**src/rtl/muldiv_unit.sv**
```systemverilog
// muldiv_unit: iterative unsigned multiply / divide unit, one bit per cycle.
//   op 00 MUL (low half), 01 MULHU (high half), 10 DIVU, 11 REMU.
//   The restoring divider is compiled only when MULDIV_DIV_EN is defined;
//   without it DIVU/REMU finish after one CALC cycle with err=1 and no
//   writeback.
// Accepting edge -> DATA_WIDTH CALC cycles -> one DONE cycle carrying
// done/wb_en/wb_reg/wb_data, all registered.
module muldiv_unit #(
  parameter int DATA_WIDTH    = 16,
  parameter int REGADDR_WIDTH = 3
) (
  input  logic                     clk,
  input  logic                     reset,
  input  logic                     start,
  input  logic [1:0]               op,
  input  logic [DATA_WIDTH-1:0]    src_a,
  input  logic [DATA_WIDTH-1:0]    src_b,
  input  logic [REGADDR_WIDTH-1:0] dest_reg,
  output logic                     busy,
  output logic                     done,
  output logic                     err,
  output logic [REGADDR_WIDTH-1:0] wb_reg,
  output logic [DATA_WIDTH-1:0]    wb_data,
  output logic                     wb_en
);
  localparam int W  = DATA_WIDTH;
  localparam int CW = $clog2(DATA_WIDTH + 1);

  typedef enum logic [1:0] {S_IDLE, S_CALC, S_DONE} state_t;

  state_t                   state, state_nxt;
  logic [CW-1:0]            cnt;
  logic [1:0]               op_q;
  logic [W-1:0]             a_q;
  logic [REGADDR_WIDTH-1:0] dest_q;
  logic [2*W-1:0]           prod, prod_nxt;
  logic [W:0]               mul_sum;
  logic                     unsup;
  logic                     last_step;
  logic [W-1:0]             result;
`ifdef MULDIV_DIV_EN
  logic [W-1:0]             b_q;
  logic [W:0]               rem, rem_nxt;
  logic [W-1:0]             quo, quo_nxt;
  logic [W+1:0]             div_shift, div_diff;
  logic                     div_ge;
`endif

`ifdef MULDIV_DIV_EN
  assign unsup = 1'b0;
`else
  assign unsup = op_q[1];
`endif

  assign busy      = (state != S_IDLE);
  assign last_step = (state == S_CALC) && (unsup || cnt == CW'(1));

  // State register.
  always_ff @(posedge clk) begin
    if (reset) state <= S_IDLE;
    else       state <= state_nxt;
  end

  // Next state: unsupported ops skip straight to DONE after one CALC cycle.
  always_comb begin
    state_nxt = state;
    case (state)
      S_IDLE:  if (start) state_nxt = S_CALC;
      S_CALC:  if (last_step) state_nxt = S_DONE;
      S_DONE:  state_nxt = S_IDLE;
      default: state_nxt = S_IDLE;
    endcase
  end

  // One shift-add / restoring-subtract step; the result mux looks at the
  // post-step values so the final step's answer is captured on the same edge.
  always_comb begin
    mul_sum  = {1'b0, prod[2*W-1:W]} + (prod[0] ? {1'b0, a_q} : '0);
    prod_nxt = {mul_sum, prod[W-1:1]};
`ifdef MULDIV_DIV_EN
    // rem stays below the divisor, so its top bit is zero and the
    // W+2-bit difference exposes the borrow in bit W+1.
    div_shift = {rem, quo[W-1]};
    div_diff  = div_shift - {2'b00, b_q};
    div_ge    = ~div_diff[W+1];
    rem_nxt   = div_ge ? div_diff[W:0] : div_shift[W:0];
    quo_nxt   = {quo[W-2:0], div_ge};
`endif
    case (op_q)
      2'b00:   result = prod_nxt[W-1:0];
      2'b01:   result = prod_nxt[2*W-1:W];
`ifdef MULDIV_DIV_EN
      2'b10:   result = quo_nxt;
      default: result = rem_nxt[W-1:0];
`else
      default: result = '0;
`endif
    endcase
  end

  // Operand latch, iteration datapath and registered writeback outputs.
  always_ff @(posedge clk) begin
    if (reset) begin
      cnt     <= '0;
      op_q    <= '0;
      a_q     <= '0;
      dest_q  <= '0;
      prod    <= '0;
`ifdef MULDIV_DIV_EN
      b_q     <= '0;
      rem     <= '0;
      quo     <= '0;
`endif
      done    <= 1'b0;
      err     <= 1'b0;
      wb_en   <= 1'b0;
      wb_reg  <= '0;
      wb_data <= '0;
    end else begin
      done  <= 1'b0;
      err   <= 1'b0;
      wb_en <= 1'b0;
      case (state)
        S_IDLE: if (start) begin
          cnt    <= CW'(DATA_WIDTH);
          op_q   <= op;
          a_q    <= src_a;
          dest_q <= dest_reg;
          prod   <= {{W{1'b0}}, src_b};
`ifdef MULDIV_DIV_EN
          b_q    <= src_b;
          rem    <= '0;
          quo    <= src_a;
`endif
        end
        S_CALC: begin
          cnt  <= cnt - CW'(1);
          prod <= prod_nxt;
`ifdef MULDIV_DIV_EN
          rem  <= rem_nxt;
          quo  <= quo_nxt;
`endif
          if (last_step) begin
            done    <= 1'b1;
            err     <= unsup;
            wb_en   <= ~unsup;
            wb_reg  <= dest_q;
            wb_data <= result;
          end
        end
        default: ;
      endcase
    end
  end
endmodule

```
**config.mk**
```make
export PLATFORM = sky130hd
export DESIGN_NAME = muldiv_unit
export DESIGN_NICKNAME = d
export VERILOG_FILES = /design/src/rtl/muldiv_unit.sv
export SDC_FILE = /design/constraint.sdc
export NUM_CORES = 1
export LEC_CHECK = 0
export CORE_UTILIZATION = 40
export DETAILED_ROUTE_END_ITERATION = 10
export DONT_BUFFER_PORTS = 1
export SETUP_SLACK_MARGIN = 0.4
export SYNTH_ARGS = -nofsm -noshare
export SYNTH_HDL_FRONTEND = slang
export SYNTH_SLANG_ARGS = --single-unit
```
**constraint.sdc**
```tcl
create_clock -name clk -period 3.45 [get_ports clk]
set_input_delay 0.345 -clock clk [delete_from_list [all_inputs] [get_ports clk]]
set_output_delay 0.345 -clock clk [all_outputs]
set_load 0.005 [all_outputs]
```
==> impl_metrics.tcl, run 1 <==
set metrics [dict create \
    io_buffers 0 \
    cts-buffers-inserted 9 \
    total_power_mw 1.93 \
    post_drt_via_cell_ratio 5.48 \
    hpwl_um 6900 \
    grt_pass1_wl_um 16000 \
    root_buffer "clkbuf_8" \
    regArea_sq_um 1640 \
    drt_first_iter_violations 217 \
    crit_slowest_cell "dfxtp_1" \
    crit_path_end_kind "flop" \
    r2r_start "prod[0]$_SDFFE_PP0P_" \
    grt_max_degree 78 \
    fin_crit_sh_pct 74.5 \
    synth_edf_count 0 \
    synth_seq_area_share_pct 41.0 \
    slew_viol_final 0 \
    r2r_cells 10 \
    die_x_um 102 \
    setup_viol 0 \
    reg2reg_to "prod[25]$_SDFFE_PP0P_" \
    finalCriticalPeriod_ps 2570 \
    final_cell_area_sq_um 4270 \
    synthArstFlopShare_pct 0 \
    largest_register_ffs 32 \
    drc 0 \
    startpoint_type "flop" \
    dr.pass1.iters 4 \
    p_per_area_nw_per_um2 452 \
    ys_ff_latch 82 \
    syn_nets 549 \
    finalNetCount 532 \
    dieHeight_um 102 \
    place.gp.congestion 0.866 \
    drive_gt1_share_pct 7.95 \
    crit_path_end "prod[25]$_SDFFE_PP0P_" \
    worst-endpoint-required_ps 3750 \
    status "finished, final reports clean" \
    clock_skew_ps 14.2 \
    cap_violations 0 \
    hold_viol_final 0 \
    final_util_pct 43.9 \
    synth_ff_type "dfxtp_1" \
    synth_area_sq_um 4000 \
    syn_avg_cell_area_sq_um 8.17 \
    multi_input_area_sq_um 2210 \
    cts_max_level 3 \
    cp.arrival_ps 2870 \
    ys_warn_count 0 \
    wl_um 9990 \
    clkSlewWorstSetupHoldPaths_ps 90 \
    layout_commonest_cell "nand2_1" \
    slew_headroom_pct 44.7 \
    post_dp_cell_area_sq_um 4080 \
    post_cts_buffers 0 \
    cts.sinks 82 \
    reg2reg_slack_ps 880 \
    cp-startpoint "prod[0]$_SDFFE_PP0P_" \
    synth_cell_types 56 \
    diodes 0 \
    clock_latency_ps 360 \
    tns_ps 0 \
    overflow 0 \
    grt_util_all_layers_pct 20.1 \
    antenna_found_initial 0 \
    reg.largest.list "prod x32, a_q x16, wb_data x16" \
    top_register "prod" \
    synth_cells 490 \
    max_stage_delay_ps 440 \
    grt_pass1_vias 3087 \
    drt-wirelength-per-cell_um 16.3 \
    tightest_slew_ps 822 \
    leakage_nw 1.60 \
    clk_path_buf_depth 2 \
    worstSetupPathType "reg -> reg" \
    final_cell_mix "nand2_1, dfxtp_1, a21oi_1" \
    max_freq_ghz 0.389 \
    area_growth_pct 6.78 \
    crit_fanout 17 \
    core_sq_um 9730 \
    path_cells "and2_1 -> ha_1 -> fa_1 -> a211oi_1 -> o21ai_1 -> a311o_1 -> a21oi_2 -> xnor2_1 -> nand2_1 -> a21oi_1" \
    min_path_type "in -> reg" \
    rsz0062_at_grt "false" \
    cts_tree "done" \
    hold_slack_ps 44.5 \
    via_count 3349 \
    row_count 36 \
    die_area_sq_um 10400 \
    io_pins 63 \
    fill_cells 1011 \
    cts-resized-gates 0 \
    hold_buffers 0 \
    initial_core_util_pct 41.1 \
    peakVddDrop_uv 159 \
    drtAntennaViolNets 0 \
]
## through the flow
| stage | instances | worst slack, ps |
|---|---|---|
| floorplan | 490 | 1010 |
| global placement | 595 | 939 |
| detailed placement | 595 | 867 |
| CTS | 611 | 866 |
| global route | 611 | 652 |
| finish | 611 | 881 |
## cells in the mapped netlist, types with 2 or more instances
| cell | number | share of area, % |
|---|---|---|
| nand2_1 | 88 | 8.3 |
| dfxtp_1 | 82 | 41 |
| a21oi_1 | 73 | 9.1 |
| nor2_1 | 31 | 2.9 |
| clkbuf_1 | 28 | 2.6 |
| a22oi_1 | 22 | 4.1 |
| and2_1 | 20 | 3.1 |
| ha_1 | 18 | 5.6 |
| nand3_1 | 16 | 2.0 |
| o21ai_1 | 11 | 1.4 |
| xnor2_1 | 9 | 2.0 |
| inv_1 | 7 | 0.66 |
| nor3_1 | 6 | 0.75 |
| o21ai_0 | 6 | 0.75 |
| xor2_1 | 5 | 1.1 |
| buf_2 | 4 | 0.50 |
| mux2_2 | 4 | 1.1 |
| a211oi_1 | 3 | 0.56 |
| a21o_1 | 3 | 0.56 |
| a32oi_1 | 3 | 0.66 |
| and3_1 | 3 | 0.47 |
| nand4_1 | 3 | 0.47 |
| nor2b_1 | 3 | 0.47 |
| a211o_1 | 2 | 0.44 |
| a21oi_2 | 2 | 0.44 |
| a41oi_1 | 2 | 0.44 |
| and4_1 | 2 | 0.44 |
| nor2_2 | 2 | 0.31 |
| nor4_1 | 2 | 0.31 |
| nor4b_1 | 2 | 0.44 |
| nor4b_2 | 2 | 0.75 |
| o21bai_1 | 2 | 0.38 |
## where the power goes
group	leakage, nW	switching, mW	internal [mW]
sequential	0.668	0.0413	0.991
combinational	0.848	0.130	0.0675
clock	0.0889	0.365	0.336
## per-layer routing
layer | vias to the layer above | share of wire [%] | global-route usage (%)
met5 | - | 0 | 0
met4 | 0 | 1.4 | 7.25
met3 | 10 | 7.9 | 4.86
met2 | 89 | 42 | 30.1
met1 | 1560 | 48 | 28.1
li1 | 1690 | - | -
## logic make-up (layout without fill, tap and decap cells)
kind of cell    Yosys count  in the layout  share of synthesized area, %
flops                    82             82                          41.0
fa+ha+maj                19             19                          6.13
simple gates            187            187                          22.2
mux                       5              5                          1.38
xor+xnor                 14             14                          3.06
compound gates          143            143                          22.3
buf+inv                  40             28                          3.88
## area by class of cell
cell class / instances / area share, %
inverters: 7 / 0.615
repair buffers: 5 / 0.878
flip-flops and latches: 82 / 38.4
well taps: 133 / 3.89
clock inverters: 6 / 1.55
multi-input cells: 368 / 51.7
clock buffers: 10 / 2.99
## how the worst min path moves through the flow
stage | start | to | slack, ps | cells past startpoint
after floorplan | a_q[0]$_SDFFE_PP0P_ | a_q[0]$_SDFFE_PP0P_ | 430 | 2
after global placement | reset | prod[9]$_SDFFE_PP0P_ | 420 | 1
after detailed placement | reset | prod[8]$_SDFFE_PP0P_ | 420 | 1
after CTS | reset | wb_reg[0]$_SDFFE_PP0P_ | 30 | 1
after global routing | reset | prod[4]$_SDFFE_PP0P_ | 20 | 1
final | reset | wb_reg[0]$_SDFFE_PP0P_ | 40 | 1
## critical path, delay by kind of cell (launching register included)
| kind | cells | cell delay (ps) |
|---|---|---|
| AOI/OAI and AO/OA | 5 | 990 |
| adders and majority gates | 2 | 640 |
| xor gates and xnor gates | 1 | 150 |
| DFF | 1 | 440 |
| and+or+nand+nor | 2 | 310 |
(Power assumes the default switching activity.)
==> run 2, diff against run 1 <==
Clock period 3.45 ns to 2.7 ns, I/O delays scaled along.
==> run 2 against run 1 <==
  * Fmax increased by 12%
  * Sequential power increased by 28%
  * Clock power increased by 34%
  * Die area unchanged
  * Setup slack got worse by 470 ps
  * Register-to-register slack got worse by 470 ps
  * Clock skew increased by 0.99 ps
  * Combinational power increased by 67%
  * Clock-buffer cell count increased by 1
  * Global-route usage increased by 2.3 points
  * Utilization increased by 5.8 points
  * Flip-flop and latch count unchanged
  * Largest cell class unchanged
  * Highest routed layer unchanged
==> impl_metrics.tcl, run 2 (synthesized netlist as in run 1, its figures left out) <==
set metrics [dict create \
    dieHeight_um 102 \
    overflow 0 \
    dr.pass1.iters 5 \
    hold_viol_final 0 \
    cts_max_level 3 \
    post_drt_via_cell_ratio 5.59 \
    layout.cells.non_filler 649 \
    grt_pass1_vias 3496 \
    worstSetupPathType "reg -> reg" \
    min_path_type "in -> reg" \
    reg.largest.list "prod x32, a_q x16, wb_data x16" \
    status "finished, final reports clean" \
    top_register "prod" \
    cp.arrival_ps 2550 \
    crit_path_end_kind "flop" \
    diodes 0 \
    area_growth_pct 20.8 \
    drt-wirelength-per-cell_um 17.4 \
    finalNetCount 570 \
    tns_ps 0 \
    grt_max_degree 46 \
    max_stage_delay_ps 400 \
    fin_crit_sh_pct 84.8 \
    grt_pass1_wl_um 17700 \
    core_sq_um 9730 \
    finalCriticalPeriod_ps 2290 \
    largest_register_ffs 32 \
    worst-endpoint-required_ps 2960 \
    cts-buffers-inserted 9 \
    tightest_slew_ps 814 \
    crit_family "compound AO/OA/AOI/OAI gates" \
    wl_um 11300 \
    layout_commonest_cell "nand2_1" \
    final_util_pct 49.7 \
    initial_core_util_pct 41.1 \
    cts.sinks 82 \
    clock_latency_ps 370 \
    p_per_area_nw_per_um2 536 \
    crit_fanout 10 \
    max_freq_ghz 0.437 \
    path_cells "and2_1 -> ha_1 -> a21oi_1 -> nor2b_1 -> a211o_2 -> a21oi_4 -> o31ai_2 -> nor4b_2 -> a211o_1" \
    rsz0062_at_grt "true" \
    startpoint_type "flop" \
    row_count 36 \
    clock_skew_ps 15.2 \
    cap_violations 0 \
    slew_headroom_pct 45.6 \
    final_cell_mix "nand2_1, dfxtp_1, a21oi_1" \
    io_buffers 0 \
    hpwl_um 7240 \
    setup_viol 0 \
    place.gp.congestion 0.858 \
    drt_first_iter_violations 178 \
    drc 0 \
    clkSlewWorstSetupHoldPaths_ps 90 \
    via_count 3631 \
    io_pins 63 \
    peakVddDrop_uv 324 \
    leakage_nw 1.86 \
    slew_viol_final 0 \
    die_x_um 102 \
    grt_util_all_layers_pct 22.5 \
    crit_slowest_cell "o31ai_2" \
    root_buffer "clkbuf_8" \
    placed_cells 596 \
    path_buf_inv 0 \
    clk_path_buf_depth 2 \
    hold_slack_ps 16.6 \
    die_area_sq_um 10400 \
    drtAntennaViolNets 0 \
    antenna_found_initial 0 \
    drive_gt1_share_pct 14.1 \
    cts_tree "done" \
]
-- run 2: changes by cell type in the layout (fill, tap and decap cells not counted), sizes merged --
cell         previous run  this run
buf                     5        12
dlygate4sd3             0        31
clkinv                  1         0
clkbuf                 10        11
-- run 2: worst paths after layout --
check / start / endpoint / slack [ps] / cells past startpoint
max: prod[0]$_SDFFE_PP0P_ / prod[30]$_SDFFE_PP0P_ / 410 / 9
min: reset / wb_en$_SDFF_PP0_ / 20 / 1
max reg2reg: prod[0]$_SDFFE_PP0P_ / prod[30]$_SDFFE_PP0P_ / 410 / 9
min reg2reg: a_q[14]$_SDFFE_PP0P_ / a_q[14]$_SDFFE_PP0P_ / 450 / 2
-- run 2: area by class of cell --
cell class	count	area, sq um
fill	985	4890
sequential	82	1650
tap	133	166
multi-input combinational	368	2380
clock buffer	11	141
clock inverter	5	61.3
inverter	7	26.3
timing repair buffer	43	414
-- run 2: stage by stage --
step / power [mW] / instance area [sq um] / setup slack, ps
floorplan: 1.55 / 4040 / 404
global placement: 1.60 / 4110 / 391
detailed placement: 1.61 / 4110 / 310
CTS: 2.59 / 4730 / 400
global route: 2.70 / 4830 / 311
finish: 2.59 / 4830 / 409
-- run 2: timing repair --
action / in CTS / in global routing
hold buffers: 32 / 1
hold endpoints to repair: 64 / 1
resized for setup: 12 / 15
endpoints found under the setup margin: 8 / 31
pin swaps: 6 / 9
setup buffers: 2 / 3
-- run 2: worst register-to-register path, cell delays in order, from the launching register on --
cell and delay [ps]:
dfxtp_4 370, and2_1 160, ha_1 340, a21oi_1 100, nor2b_1 240, a211o_2 170
a21oi_4 50, o31ai_2 400, nor4b_2 80, a211o_1 270
-- run 2: routing by layer --
metal	global-route usage, %	vias up	wire [um]
li1	-	1756	-
met2	36.4	114	5350
met5	0	-	0
met3	5.95	18	785
met1	28.6	1743	4920
met4	8.24	0	214
-- run 2: report_power, final --
part           leakage (nW)  switching, mW  internal, mW
Clock                0.0922          0.484         0.456
Combinational          1.10          0.193         0.137
Sequential            0.668         0.0541          1.27
==> run 3, diff against run 2 <==
Clock period 2.7 ns to 2.3 ns, I/O delays scaled along.
==> run 3 against run 2 <==
  * The flow now finishes with violations (hold timing)
  * Highest routed layer unchanged
  * Critical path depth rose by 1
  * Combinational power grew 9.7%
  * Design area rose by 2.8%
  * Final cell count shrank 1.7%
  * Fmax rose by 1.8%
==> impl_metrics.tcl, run 3 (synthesized netlist as in run 1, its figures left out) <==
set metrics [dict create \
    status "finished with violations" \
    failed_checks "hold timing" \
    rsz0062_at_grt "true" \
    overflow 0 \
    place.gp.congestion 0.887 \
    slew_viol_final 0 \
    max_freq_ghz 0.444 \
    cap_violations 0 \
    via_count 3616 \
    core_sq_um 9730 \
    setup_viol 0 \
    post_drt_via_cell_ratio 5.67 \
    crit_slowest_cell "a311o_2" \
    hold_viol_final 64 \
    clock_latency_ps 360 \
    layout_commonest_cell "nand2_1" \
    cp.arrival_ps 2500 \
    tns_ps 0 \
    die_area_sq_um 10400 \
    reg2reg_to "wb_data[12]$_SDFFE_PP0P_" \
    drt-wirelength-per-cell_um 17.5 \
    largest_register_ffs 32 \
    diodes 0 \
    p_per_area_nw_per_um2 602 \
    layout.cells.non_filler 638 \
    drtAntennaViolNets 0 \
    final_cell_mix "nand2_1, dfxtp_1, a21oi_1" \
    grt_max_degree 78 \
    hold_buffers 1 \
    crit_path_end_kind "flop" \
    antenna_found_initial 0 \
    io_buffers 0 \
    clk_path_buf_depth 2 \
    drc 0 \
    crit_fanout 8 \
    min_path_type "in -> reg" \
    reg.largest.list "prod x32, a_q x16, wb_data x16" \
    worst-endpoint-required_ps 2550 \
    root_buffer "clkbuf_8" \
    area_growth_pct 24.2 \
    grt_util_all_layers_pct 21.5 \
    dr.pass1.iters 5 \
    drive_gt1_share_pct 25.7 \
    leakage_nw 1.82 \
    hold_depth 1 \
    cts_max_level 3 \
    cp-startpoint "prod[0]$_SDFFE_PP0P_" \
    r2r_start "prod[0]$_SDFFE_PP0P_" \
    hold_start "reset" \
    grt_pass1_vias 3271 \
    wl_um 11200 \
    startpoint_type "flop" \
    hpwl_um 7810 \
    finalCriticalPeriod_ps 2250 \
    worstSetupPathType "reg -> reg" \
    grt_pass1_wl_um 16900 \
    drt_first_iter_violations 183 \
    fill_cells 943 \
    clock_skew_ps 7.15 \
    path_buf_inv 3 \
    cts.sinks 82 \
    hold_path_end "prod[8]$_SDFFE_PP0P_" \
    fin_crit_sh_pct 97.8 \
    dieHeight_um 102 \
    r2r_cells 10 \
    die_x_um 102 \
    path_cells "buf_6 -> and2_4 -> ha_4 -> buf_6 -> a311o_2 -> a21oi_4 -> buf_6 -> o21ai_4 -> xnor2_1 -> o21ai_1" \
    io_pins 63 \
    slew_headroom_pct 52.6 \
    total_power_mw 2.99 \
    crit_family "compound AO/OA/AOI/OAI gates" \
    crit_path_frequent_cell "buf_6" \
    max_stage_delay_ps 430 \
    clkSlewWorstSetupHoldPaths_ps 90 \
    cts_tree "done" \
    cts-buffers-inserted 9 \
    hold_slack_ps -74.9 \
    placed_cells 608 \
    finalNetCount 559 \
    tightest_slew_ps 705 \
    row_count 36 \
    initial_core_util_pct 41.1 \
    peakVddDrop_uv 335 \
    reg2reg_slack_ps 50 \
    top_register "prod" \
]
## run 3: cell count changes in the layout (fill, tap and decap cells not counted), sizes merged
cell | previous run | this run
buf | 12 | 31
dlygate4sd3 | 31 | 1
clkbuf | 11 | 9
clkinvlp | 3 | 0
clkinv | 0 | 4
inv | 8 | 9
## run 3: report_power, final
part           internal (mW)  switching (mW)  total [mW]
clock                  0.513           0.571        1.08
combinational          0.140           0.223       0.363
sequential              1.49          0.0605        1.55
## run 3: per-stage QoR
step                      setup slack (ps)  area (sq um)  utilization, %
after floorplan                       5.18          4100               -
after global placement                13.8          4260            43.8
after detailed placement             -66.5          4260            43.8
after CTS                             30.3          4750            48.8
after global routing                 -16.5          4970            51.1
final                                 50.1          4970            51.1
## run 3: repair_timing
action / 4_1_cts / 5_1_grt
hold endpoints to repair: 65 / 64
pin swaps: 35 / 29
setup buffers: 11 / 2
gates resized for setup: 39 / 43
gates cloned: 0 / 0
setup endpoints to repair: 28 / 38
## run 3: routing by layer
layer | global-route usage (%) | up-vias | part of all wire, %
met5 | 0 | - | 0
met4 | 8.68 | 0 | 2.7
met3 | 5.13 | 25 | 6.8
met2 | 35.1 | 112 | 48
met1 | 27.3 | 1738 | 43
li1 | - | 1741 | -
## run 3: area by class of cell
class                           instances  area, sq um  area share (%)
Clock buffer                            9          124            2.49
Clock inverter                          7         77.6            1.56
Inverter                                7         26.3           0.529
Multi-Input combinational cell        368         2660            53.6
Sequential cell                        82         1650            33.1
Tap cell                              133          166            3.35
Timing Repair Buffer                   32          269            5.41
## run 3: worst max path at each step
stage | endpoint | depth (start not counted)
5_1_grt | wb_data[12]$_SDFFE_PP0P_ | 10
6_report | wb_data[12]$_SDFFE_PP0P_ | 10
3_3_place_gp | wb_data[6]$_SDFFE_PP0P_ | 9
4_1_cts | prod[30]$_SDFFE_PP0P_ | 9
2_1_floorplan | prod[25]$_SDFFE_PP0P_ | 11
3_5_place_dp | wb_data[6]$_SDFFE_PP0P_ | 9
